### config.mk
export PLATFORM = sky130hd
export DESIGN_NAME = race_flow_controller
export DESIGN_NICKNAME = d
export VERILOG_FILES = /design/src/rtl/race_flow_controller_pkg.sv /design/src/rtl/race_flow_controller_tick_divider.sv /design/src/rtl/race_flow_controller.sv
export SDC_FILE = /design/constraint.sdc
export NUM_CORES = 1
export LEC_CHECK = 0
export CAP_MARGIN = 0
export CELL_PAD_IN_SITES_DETAIL_PLACEMENT = 1
export CELL_PAD_IN_SITES_GLOBAL_PLACEMENT = 1
export CORE_ASPECT_RATIO = 0.7
export CORE_MARGIN = 2
export CORE_UTILIZATION = 42
export CTS_BUF_LIST = sky130_fd_sc_hd__clkbuf_4 sky130_fd_sc_hd__clkbuf_8
export DETAILED_ROUTE_END_ITERATION = 10
export PLACE_DENSITY = 0.83
export SLEW_MARGIN = 10
export SYNTH_ARGS = -nofsm -noshare
export SYNTH_HDL_FRONTEND = slang
export SYNTH_SLANG_ARGS = --single-unit
### constraint.sdc
create_clock -name clk -period 2.65 [get_ports clk]
set_input_delay 0.3975 -clock clk [delete_from_list [all_inputs] [get_ports clk]]
set_output_delay 0.3975 -clock clk [all_outputs]
set_load 0.03 [all_outputs]
### src/rtl/race_flow_controller_pkg.sv
// Shared definitions for the race sequencer and the physics engines:
// game state codes, winner codes and the state bus width.
package race_pkg;

  // Width of the game state bus, shared with both physics engines.
  localparam int STATE_W = 3;

  // Game state codes (legacy numeric encoding, kept as plain constants).
  localparam logic [STATE_W-1:0] ST_TITLE     = 3'd0;
  localparam logic [STATE_W-1:0] ST_LOAD      = 3'd1;
  localparam logic [STATE_W-1:0] ST_COUNTDOWN = 3'd2;
  localparam logic [STATE_W-1:0] ST_PAUSED    = 3'd3;
  localparam logic [STATE_W-1:0] ST_RACE      = 3'd4;
  localparam logic [STATE_W-1:0] ST_FINISHED  = 3'd5;

  // Winner codes reported to the HUD.
  localparam logic [1:0] W_NONE = 2'd0;
  localparam logic [1:0] W_P1   = 2'd1;
  localparam logic [1:0] W_P2   = 2'd2;
  localparam logic [1:0] W_TIE  = 2'd3;

  // Map the per-player finish hits of one cycle onto a winner code.
  function automatic logic [1:0] winner_code(input logic hit_p1, input logic hit_p2);
    logic [1:0] code;
    case ({hit_p2, hit_p1})
      2'b01:   code = W_P1;
      2'b10:   code = W_P2;
      2'b11:   code = W_TIE;
      default: code = W_NONE;
    endcase
    return code;
  endfunction

endpackage

### src/rtl/race_flow_controller_tick_divider.sv
// Free-running prescaler that emits a one-cycle tick every DIV enabled
// cycles. The count holds while en is low so a paused timer resumes
// exactly where it stopped; clr restarts the count from zero.
module tick_divider #(
  parameter int DIV = 1000
) (
  input  logic clk,
  input  logic rst,
  input  logic en_i,
  input  logic clr_i,
  output logic tick_o
);

  localparam int CW = (DIV > 1) ? $clog2(DIV) : 1;
  localparam logic [CW-1:0] LAST = CW'(DIV - 1);

  logic [CW-1:0] cnt_q;
  logic [CW-1:0] cnt_d;

  assign tick_o = en_i & (cnt_q == LAST);

  // Next count: clear, wrap at LAST, advance when enabled, else hold.
  always_comb begin
    cnt_d = cnt_q;
    if (clr_i) begin
      cnt_d = '0;
    end else if (en_i) begin
      if (cnt_q == LAST) begin
        cnt_d = '0;
      end else begin
        cnt_d = cnt_q + CW'(1);
      end
    end else begin
      cnt_d = cnt_q;
    end
  end

  // Prescaler register with synchronous reset.
  always_ff @(posedge clk) begin
    if (rst) begin
      cnt_q <= '0;
    end else begin
      cnt_q <= cnt_d;
    end
  end

endmodule

### src/rtl/race_flow_controller.sv
// Top-level race sequencer: title/load/countdown/race/pause/finish flow,
// race timer in centiseconds and winner decision from the engines'
// finish levels. All outputs come straight from registers.
module race_flow_controller
  import race_pkg::*;
#(
  parameter int          CLK_FREQ   = 100_000_000,
  parameter int          COUNT_SECS = 3,
  parameter logic [15:0] TIME_MAX   = 16'd65535
) (
  input  logic               clk,
  input  logic               rst,
  input  logic               start_btn_i,
  input  logic               pause_btn_i,
  input  logic               finish_p1_i,
  input  logic               finish_p2_i,
  output logic [STATE_W-1:0] state_o,
  output logic               car_rst_o,
  output logic [1:0]         countdown_val_o,
  output logic [15:0]        race_time_cs_o,
  output logic [1:0]         winner_o
);

  logic [STATE_W-1:0] state_q, state_d;
  logic               car_rst_q, car_rst_d;
  logic [1:0]         countdown_q, countdown_d;
  logic [15:0]        time_q, time_d;
  logic [1:0]         winner_q, winner_d;
  logic               armed_p1_q, armed_p1_d;
  logic               armed_p2_q, armed_p2_d;

  logic sec_en_s, sec_clr_s, sec_tick_s;
  logic cs_en_s, cs_tick_s;
  logic hit_p1_s, hit_p2_s;

  // Whole-second prescaler for the start countdown.
  tick_divider #(.DIV(CLK_FREQ)) u_sec_div (
    .clk    (clk),
    .rst    (rst),
    .en_i   (sec_en_s),
    .clr_i  (sec_clr_s),
    .tick_o (sec_tick_s)
  );

  // Centisecond prescaler for the race timer; holds across a pause.
  tick_divider #(.DIV(CLK_FREQ / 100)) u_cs_div (
    .clk    (clk),
    .rst    (rst),
    .en_i   (cs_en_s),
    .clr_i  (1'b0),
    .tick_o (cs_tick_s)
  );

  // A finish only counts once the player's finish level has been seen low
  // in this race, so a level left high from the last race cannot end it.
  assign hit_p1_s = finish_p1_i & armed_p1_q;
  assign hit_p2_s = finish_p2_i & armed_p2_q;

  // Next-state logic for the race flow, timer, countdown and arming.
  always_comb begin
    state_d     = state_q;
    countdown_d = countdown_q;
    time_d      = time_q;
    winner_d    = winner_q;
    armed_p1_d  = armed_p1_q;
    armed_p2_d  = armed_p2_q;
    sec_en_s    = 1'b0;
    sec_clr_s   = 1'b0;
    cs_en_s     = 1'b0;

    case (state_q)
      ST_TITLE: begin
        if (start_btn_i) begin
          state_d = ST_LOAD;
        end else begin
          state_d = ST_TITLE;
        end
      end

      ST_LOAD: begin
        time_d      = 16'd0;
        winner_d    = W_NONE;
        countdown_d = 2'(COUNT_SECS);
        sec_clr_s   = 1'b1;
        state_d     = ST_COUNTDOWN;
      end

      ST_COUNTDOWN: begin
        sec_en_s = 1'b1;
        if (sec_tick_s) begin
          if (countdown_q <= 2'd1) begin
            countdown_d = 2'd0;
            state_d     = ST_RACE;
            armed_p1_d  = ~finish_p1_i;
            armed_p2_d  = ~finish_p2_i;
          end else begin
            countdown_d = countdown_q - 2'd1;
          end
        end else begin
          countdown_d = countdown_q;
        end
      end

      ST_RACE: begin
        cs_en_s = 1'b1;
        if (!armed_p1_q && !finish_p1_i) begin
          armed_p1_d = 1'b1;
        end else begin
          armed_p1_d = armed_p1_q;
        end
        if (!armed_p2_q && !finish_p2_i) begin
          armed_p2_d = 1'b1;
        end else begin
          armed_p2_d = armed_p2_q;
        end
        if (hit_p1_s || hit_p2_s) begin
          winner_d = winner_code(hit_p1_s, hit_p2_s);
          state_d  = ST_FINISHED;
        end else begin
          if (cs_tick_s && (time_q < TIME_MAX)) begin
            time_d = time_q + 16'd1;
          end else begin
            time_d = time_q;
          end
          if (pause_btn_i) begin
            state_d = ST_PAUSED;
          end else begin
            state_d = ST_RACE;
          end
        end
      end

      ST_PAUSED: begin
        if (start_btn_i) begin
          state_d = ST_TITLE;
        end else if (pause_btn_i) begin
          state_d = ST_RACE;
        end else begin
          state_d = ST_PAUSED;
        end
      end

      ST_FINISHED: begin
        if (start_btn_i) begin
          state_d = ST_TITLE;
        end else begin
          state_d = ST_FINISHED;
        end
      end

      default: begin
        state_d = ST_TITLE;
      end
    endcase

    car_rst_d = (state_d == ST_TITLE) || (state_d == ST_LOAD);
  end

  // State and output registers with synchronous reset.
  always_ff @(posedge clk) begin
    if (rst) begin
      state_q     <= ST_TITLE;
      car_rst_q   <= 1'b1;
      countdown_q <= 2'd0;
      time_q      <= 16'd0;
      winner_q    <= W_NONE;
      armed_p1_q  <= 1'b0;
      armed_p2_q  <= 1'b0;
    end else begin
      state_q     <= state_d;
      car_rst_q   <= car_rst_d;
      countdown_q <= countdown_d;
      time_q      <= time_d;
      winner_q    <= winner_d;
      armed_p1_q  <= armed_p1_d;
      armed_p2_q  <= armed_p2_d;
    end
  end

  assign state_o         = state_q;
  assign car_rst_o       = car_rst_q;
  assign countdown_val_o = countdown_q;
  assign race_time_cs_o  = time_q;
  assign winner_o        = winner_q;

endmodule

==> results of run 1 <==
[report_power, final]
group          internal (mW)  switching (mW)  total (mW)
logic                 0.0405          0.0749       0.115
clock network          0.504           0.407       0.911
registers               1.10          0.0122        1.12
[Yosys cell counts (4+ instances only)]
master,instances,share of area (%)
a211oi_1,4,0.84
a2111o_1,8,2.5
buf_2,7,0.98
or3_1,5,0.88
nand4_1,13,2.3
nor3_1,11,1.5
dfxtp_1,73,41
a21oi_1,11,1.5
nor2b_1,7,1.2
mux2i_1,9,2.5
xor2_1,18,4.4
xnor2_1,25,6.2
nor4_1,12,2.1
o21ai_0,7,0.98
nand2_1,43,4.5
nor2_1,53,5.6
and4_1,5,1.2
o2111ai_1,7,1.7
inv_1,7,0.74
clkbuf_1,11,1.2
nand3_1,35,4.9
[final timing paths]
| check | start | to | slack (ps) | depth (start not counted) |
|---|---|---|---|---|
| max | state_o[1] | armed_p2_q | 310 | 5 |
| min | winner_o[1] | winner_o[1] | 490 | 2 |
| max reg2reg | state_o[1] | armed_p2_q | 310 | 5 |
| min reg2reg | winner_o[1] | winner_o[1] | 490 | 2 |
[cells by family (layout without fill, tap and decap cells)]
logic type               after synthesis  after routing  synth area share [%]
XOR/XNOR                              43             43                 10.58
multiplexers                           9              9                 2.532
flip-flops                            73             73                 41.07
AND/OR/NAND/NOR                      210            210                 30.80
buffers and inverters                 25             66                 2.883
adder cells (fa/ha/maj)                3              3                 1.055
AO/OA/AOI/OAI                         53             53                 11.08
[final cells by class]
type | count | area, um2
repair buffers | 43 | 395.4
well taps | 105 | 131.4
clock buffers | 14 | 167.7
multi-input cells | 318 | 1994
clock inverters | 2 | 37.54
fillers | 1005 | 4124
inverters | 7 | 26.28
flip-flops and latches | 73 | 1461
[registers in the layout (all words and copies together), names as in the netlist]
signal and cells:
u_sec_div.cnt_q 27, u_cs_div.cnt_q 20, race_time_cs_o 16, state_o 3, countdown_val_o 2, winner_o 2, armed_p1_q 1, armed_p2_q 1
car_rst_o 1
[metal layers]
metal | up-vias | share of wire [%]
met5 | - | 0
met4 | 0 | 1.6
met3 | 17 | 4.1
met2 | 60 | 47
met1 | 1572 | 47
li1 | 1572 | -
[critical path, stage by stage, from the launching register on]
cell     delay, ps
dfxtp_1        550
nor2b_1        300
nand4_1        190
or4_4          650
a221o_1        420
o21ai_1        150
==> results.txt, run 1 <==
status = finished, final reports clean
pin count of the biggest net entering global routing = 26
maximum vdd drop = 0.0002773 V
final wirelength = 9.550 mm
Final min period = 2337 ps
Max Freq = 0.4280 GHz
setup TNS = 0 ps
root buffer cell = clkbuf_8
layout cells sized above 1 = 8.096%
Final Cell Area = 4214 um2
number of synthesized flops with an enable pin = 0
max_cap viols = 0
CP Launch Type = register
CTS H-tree lvls = 3
Worst EP arrival = 2620 ps
Clock Latency Late Sink = 350 ps
CTS max path bufs = 2
vias in the first global route = 3207
Hold Path Class = register to register
Final Max Tran Viols = 0
Starting Density = 42.68%
Yosys cell types = 51
# DRC = 0
DR iter-0 viols = 172
Hold WS = 485.2 ps
most frequent cells in the layout = dfxtp_1 (73), nor2_1 (53), nand2_1 (43), nand3_1 (35), clkdlybuf4s50_1 (29)
Slew headroom = 57.52%
nets = 461
final-report setup violation count = 0
GR Util met3 = 5.597%
IO buf count = 29
CTS Hold Bufs = 0
Tot GR Track Use = 22.04%
Setup WS post-layout = 313.3 ps
Yosys Warn Count = 0
async set-reset flop share out of synthesis = 0%
global-route wire length before repair = 15.96 mm
P_leak = 1.392 nW
initial antenna violation count = 0
Crit Path Max Fanout = 13
CTS sink cnt = 73
pwr/cell area = 508.3 nW/um2
WP data required = 2930 ps
post-synthesis cell count = 416
Worst Tran Pin Value = 631.3 ps
FF+latch count, synth = 73
met2 Use GR = 36.19%
final hold vios = 0
Crit Path Class = register to register
RSZ-0062 raised after global routing = false
vias = 3221
placed cell areas = 4009 um2
routability-driven placement congestion ratio = 0.7708
Inserted Diodes = 0
final cell count without fillers = 562
wire per inst = 16.99 um
crit path capture type = register
PostCTS Resize Cnt = 0
Cell Area, Synth = 3558 um2
core footprint = 8338 um2
Finished Core Util = 50.54%
crit share post-route = 88.18%
clk slew on worst S/H paths = 70 ps
vias per inst = 5.731
GR met1 Demand/Resource = 28.04%
Seq/Total Area, Yosys = 41.07%
Clock Skews = 10.07 ps
Detail Route Antenna Nets = 0
post-CTS setup buffer count = 0
Synth Area per Inst = 8.554 um2
Die Height = 81.01 um
Placed Cells = 546
Num CTS Buffers = 9
synthesized net count = 425
row count = 28
width of the die = 114.0 um
Synth Flop Type = dfxtp_1
TritonCTS clock tree = done
grt total ovfl = 0
Syn-to-layout area delta = 18.42%
Power Total = 2.142 mW
most common cell after layout, fill and taps aside = dfxtp_1
most used routing layer = met2
Die ar. = 9236 um2
drt pass-1 iters = 4
# IOs = 30
DP Wirelength = 6.655 mm
pre-CTS WS = 144.1 ps
Note: power is estimated with default switching activity, not from simulation.
==> run 2: changes to the inputs <==
--- a/config.mk
+++ b/config.mk
@@ -10,10 +10,10 @@
 export CELL_PAD_IN_SITES_GLOBAL_PLACEMENT = 1
 export CORE_ASPECT_RATIO = 0.7
 export CORE_MARGIN = 2
-export CORE_UTILIZATION = 42
+export CORE_UTILIZATION = 45
 export CTS_BUF_LIST = sky130_fd_sc_hd__clkbuf_4 sky130_fd_sc_hd__clkbuf_8
 export DETAILED_ROUTE_END_ITERATION = 10
-export PLACE_DENSITY = 0.83
+export PLACE_DENSITY = 0.88
 export SLEW_MARGIN = 10
 export SYNTH_ARGS = -nofsm -noshare
 export SYNTH_HDL_FRONTEND = slang
==> results.txt, run 2 (synthesis gave the netlist of run 1 again) <==
TritonCTS clock tree = done
core footprint = 7770 um2
most common cell after layout, fill and taps aside = dfxtp_1
drt pass-1 iters = 4
pin count of the biggest net entering global routing = 26
# IOs = 30
Worst EP arrival = 2640 ps
CTS H-tree lvls = 3
final wirelength = 10.18 mm
Inserted Diodes = 0
P_leak = 1.393 nW
CTS sink cnt = 73
maximum vdd drop = 0.0004663 V
Starting Density = 45.80%
grt total ovfl = 0
Max Freq = 0.4260 GHz
Crit Path Class = register to register
status = finished, final reports clean
final hold vios = 0
post-CTS setup buffer count = 0
Crit path max-delay family = simple AND/OR/NAND/NOR gates
global-route wire length before repair = 16.88 mm
Hold WS = 478.8 ps
nets = 462
row count = 27
most frequent cells in the layout = dfxtp_1 (73), nor2_1 (53), nand2_1 (43), nand3_1 (35), clkdlybuf4s50_1 (29)
Clock Latency Late Sink = 370 ps
Hold Path Class = register to register
routability-driven placement congestion ratio = 0.8068
root buffer cell = clkbuf_8
Syn-to-layout area delta = 17.83%
vias in the first global route = 3411
Num CTS Buffers = 9
slowest CP cell = or4_4
setup TNS = 0 ps
DP Wirelength = 7.147 mm
crit share post-route = 88.59%
final-report setup violation count = 0
CP Launch Type = register
# DRC = 0
Final min period = 2348 ps
Worst Tran Pin Value = 678.7 ps
sequential standard cell area = 1461 um2
max_cap viols = 0
Die ar. = 8646 um2
WP data required = 2940 ps
GR met1 Demand/Resource = 31.20%
met2 Use GR = 41.17%
CTS Hold Bufs = 0
initial antenna violation count = 0
Die Height = 78.40 um
IO buf count = 29
CTS max path bufs = 2
Detail Route Antenna Nets = 0
PostCTS Resize Cnt = 0
most used routing layer = met2
Tot GR Track Use = 25.83%
RSZ-0062 raised after global routing = false
pwr/cell area = 488.5 nW/um2
width of the die = 110.3 um
Crit Path Max Fanout = 13
Slew headroom = 54.33%
Worst path max stage delay = 660 ps
Buf/Inv on CP = 0
area of the multi-input gates = 1994 um2
layout cells sized above 1 = 8.297%
DR iter-0 viols = 147
FILL cells = 957
CP Cell Sequence = nor2b_1 -> nand4_1 -> or4_4 -> or3b_1 -> a31oi_1
vias = 3276
GR Util met3 = 9.801%
max FFs per register = 27
crit path capture type = register
wire per inst = 18.21 um
vias per inst = 5.860
Final Max Tran Viols = 0
clk slew on worst S/H paths = 70 ps
Clock Skews = 13.63 ps
Top reg by flops = u_sec_div.cnt_q
run 2: cell types whose count changed in the layout (fill, tap and decap cells not counted):
cell        before  now
buf_4           14   15
clkbuf_8        10   11
clkbuf_4         4    2
bufinv_16        1    0
clkinvlp_4       1    0
clkinv_2         0    3
run 2: metrics by stage:
| step | setup slack (ps) | instance area [um2] | std cells | power, mW | utilization [%] |
|---|---|---|---|---|---|
| after floorplan | 427.3 | 3558 | 416 | 1.207 | - |
| final | 302.4 | 4193 | 559 | 2.048 | 53.96 |
| after CTS | 314.0 | 4193 | 559 | 2.079 | 53.96 |
| after detailed placement | 156.0 | 4011 | 543 | 1.256 | 51.63 |
| after global routing | 149.6 | 4193 | 559 | 2.133 | 53.96 |
| after global placement | 303.1 | 4011 | 543 | 1.250 | 51.63 |
run 2: final cells by class:
| cell class | count | area share [%] |
|---|---|---|
| Multi-Input combinational cell | 318 | 47.57 |
| Sequential cell | 73 | 34.86 |
| Timing Repair Buffer | 44 | 9.609 |
| Clock buffer | 13 | 3.969 |
| Tap cell | 101 | 3.014 |
| Inverter | 7 | 0.6267 |
| Clock inverter | 3 | 0.3581 |
run 2: where the power goes:
part	internal (mW)	total (mW)	switching [mW]
sequential	1.10	1.12	0.0127
combinational	0.0403	0.116	0.0758
clock	0.407	0.816	0.408
total	1.55	2.05	0.497
run 2: final timing paths:
path,start,slack [ps],end,depth (start not counted)
max,state_o[1],300,countdown_val_o[0],5
min,winner_o[0],480,winner_o[0],2
max reg2reg,state_o[1],300,countdown_val_o[0],5
min reg2reg,winner_o[0],480,winner_o[0],2
run 2: per-layer routing:
layer | vias to the layer above | part of all wire, %
met5 | - | 0
met2 | 83 | 47
met1 | 1598 | 45
met3 | 24 | 4.7
met4 | 0 | 2.4
li1 | 1571 | -
run 2: worst min-delay path, cell delays in order (launching register included):
cell and delay (ps):
dfxtp_1 310, nand3_1 60, a21oi_1 60
==> run 3: changes to the inputs <==
--- a/config.mk
+++ b/config.mk
@@ -13,6 +13,7 @@
 export CORE_UTILIZATION = 45
 export CTS_BUF_LIST = sky130_fd_sc_hd__clkbuf_4 sky130_fd_sc_hd__clkbuf_8
 export DETAILED_ROUTE_END_ITERATION = 10
+export GPL_ROUTABILITY_DRIVEN = 0
 export PLACE_DENSITY = 0.88
 export SLEW_MARGIN = 10
 export SYNTH_ARGS = -nofsm -noshare
==> results of run 3 <==
Same layout as run 2: the final DEF is identical, and so are final timing and power.
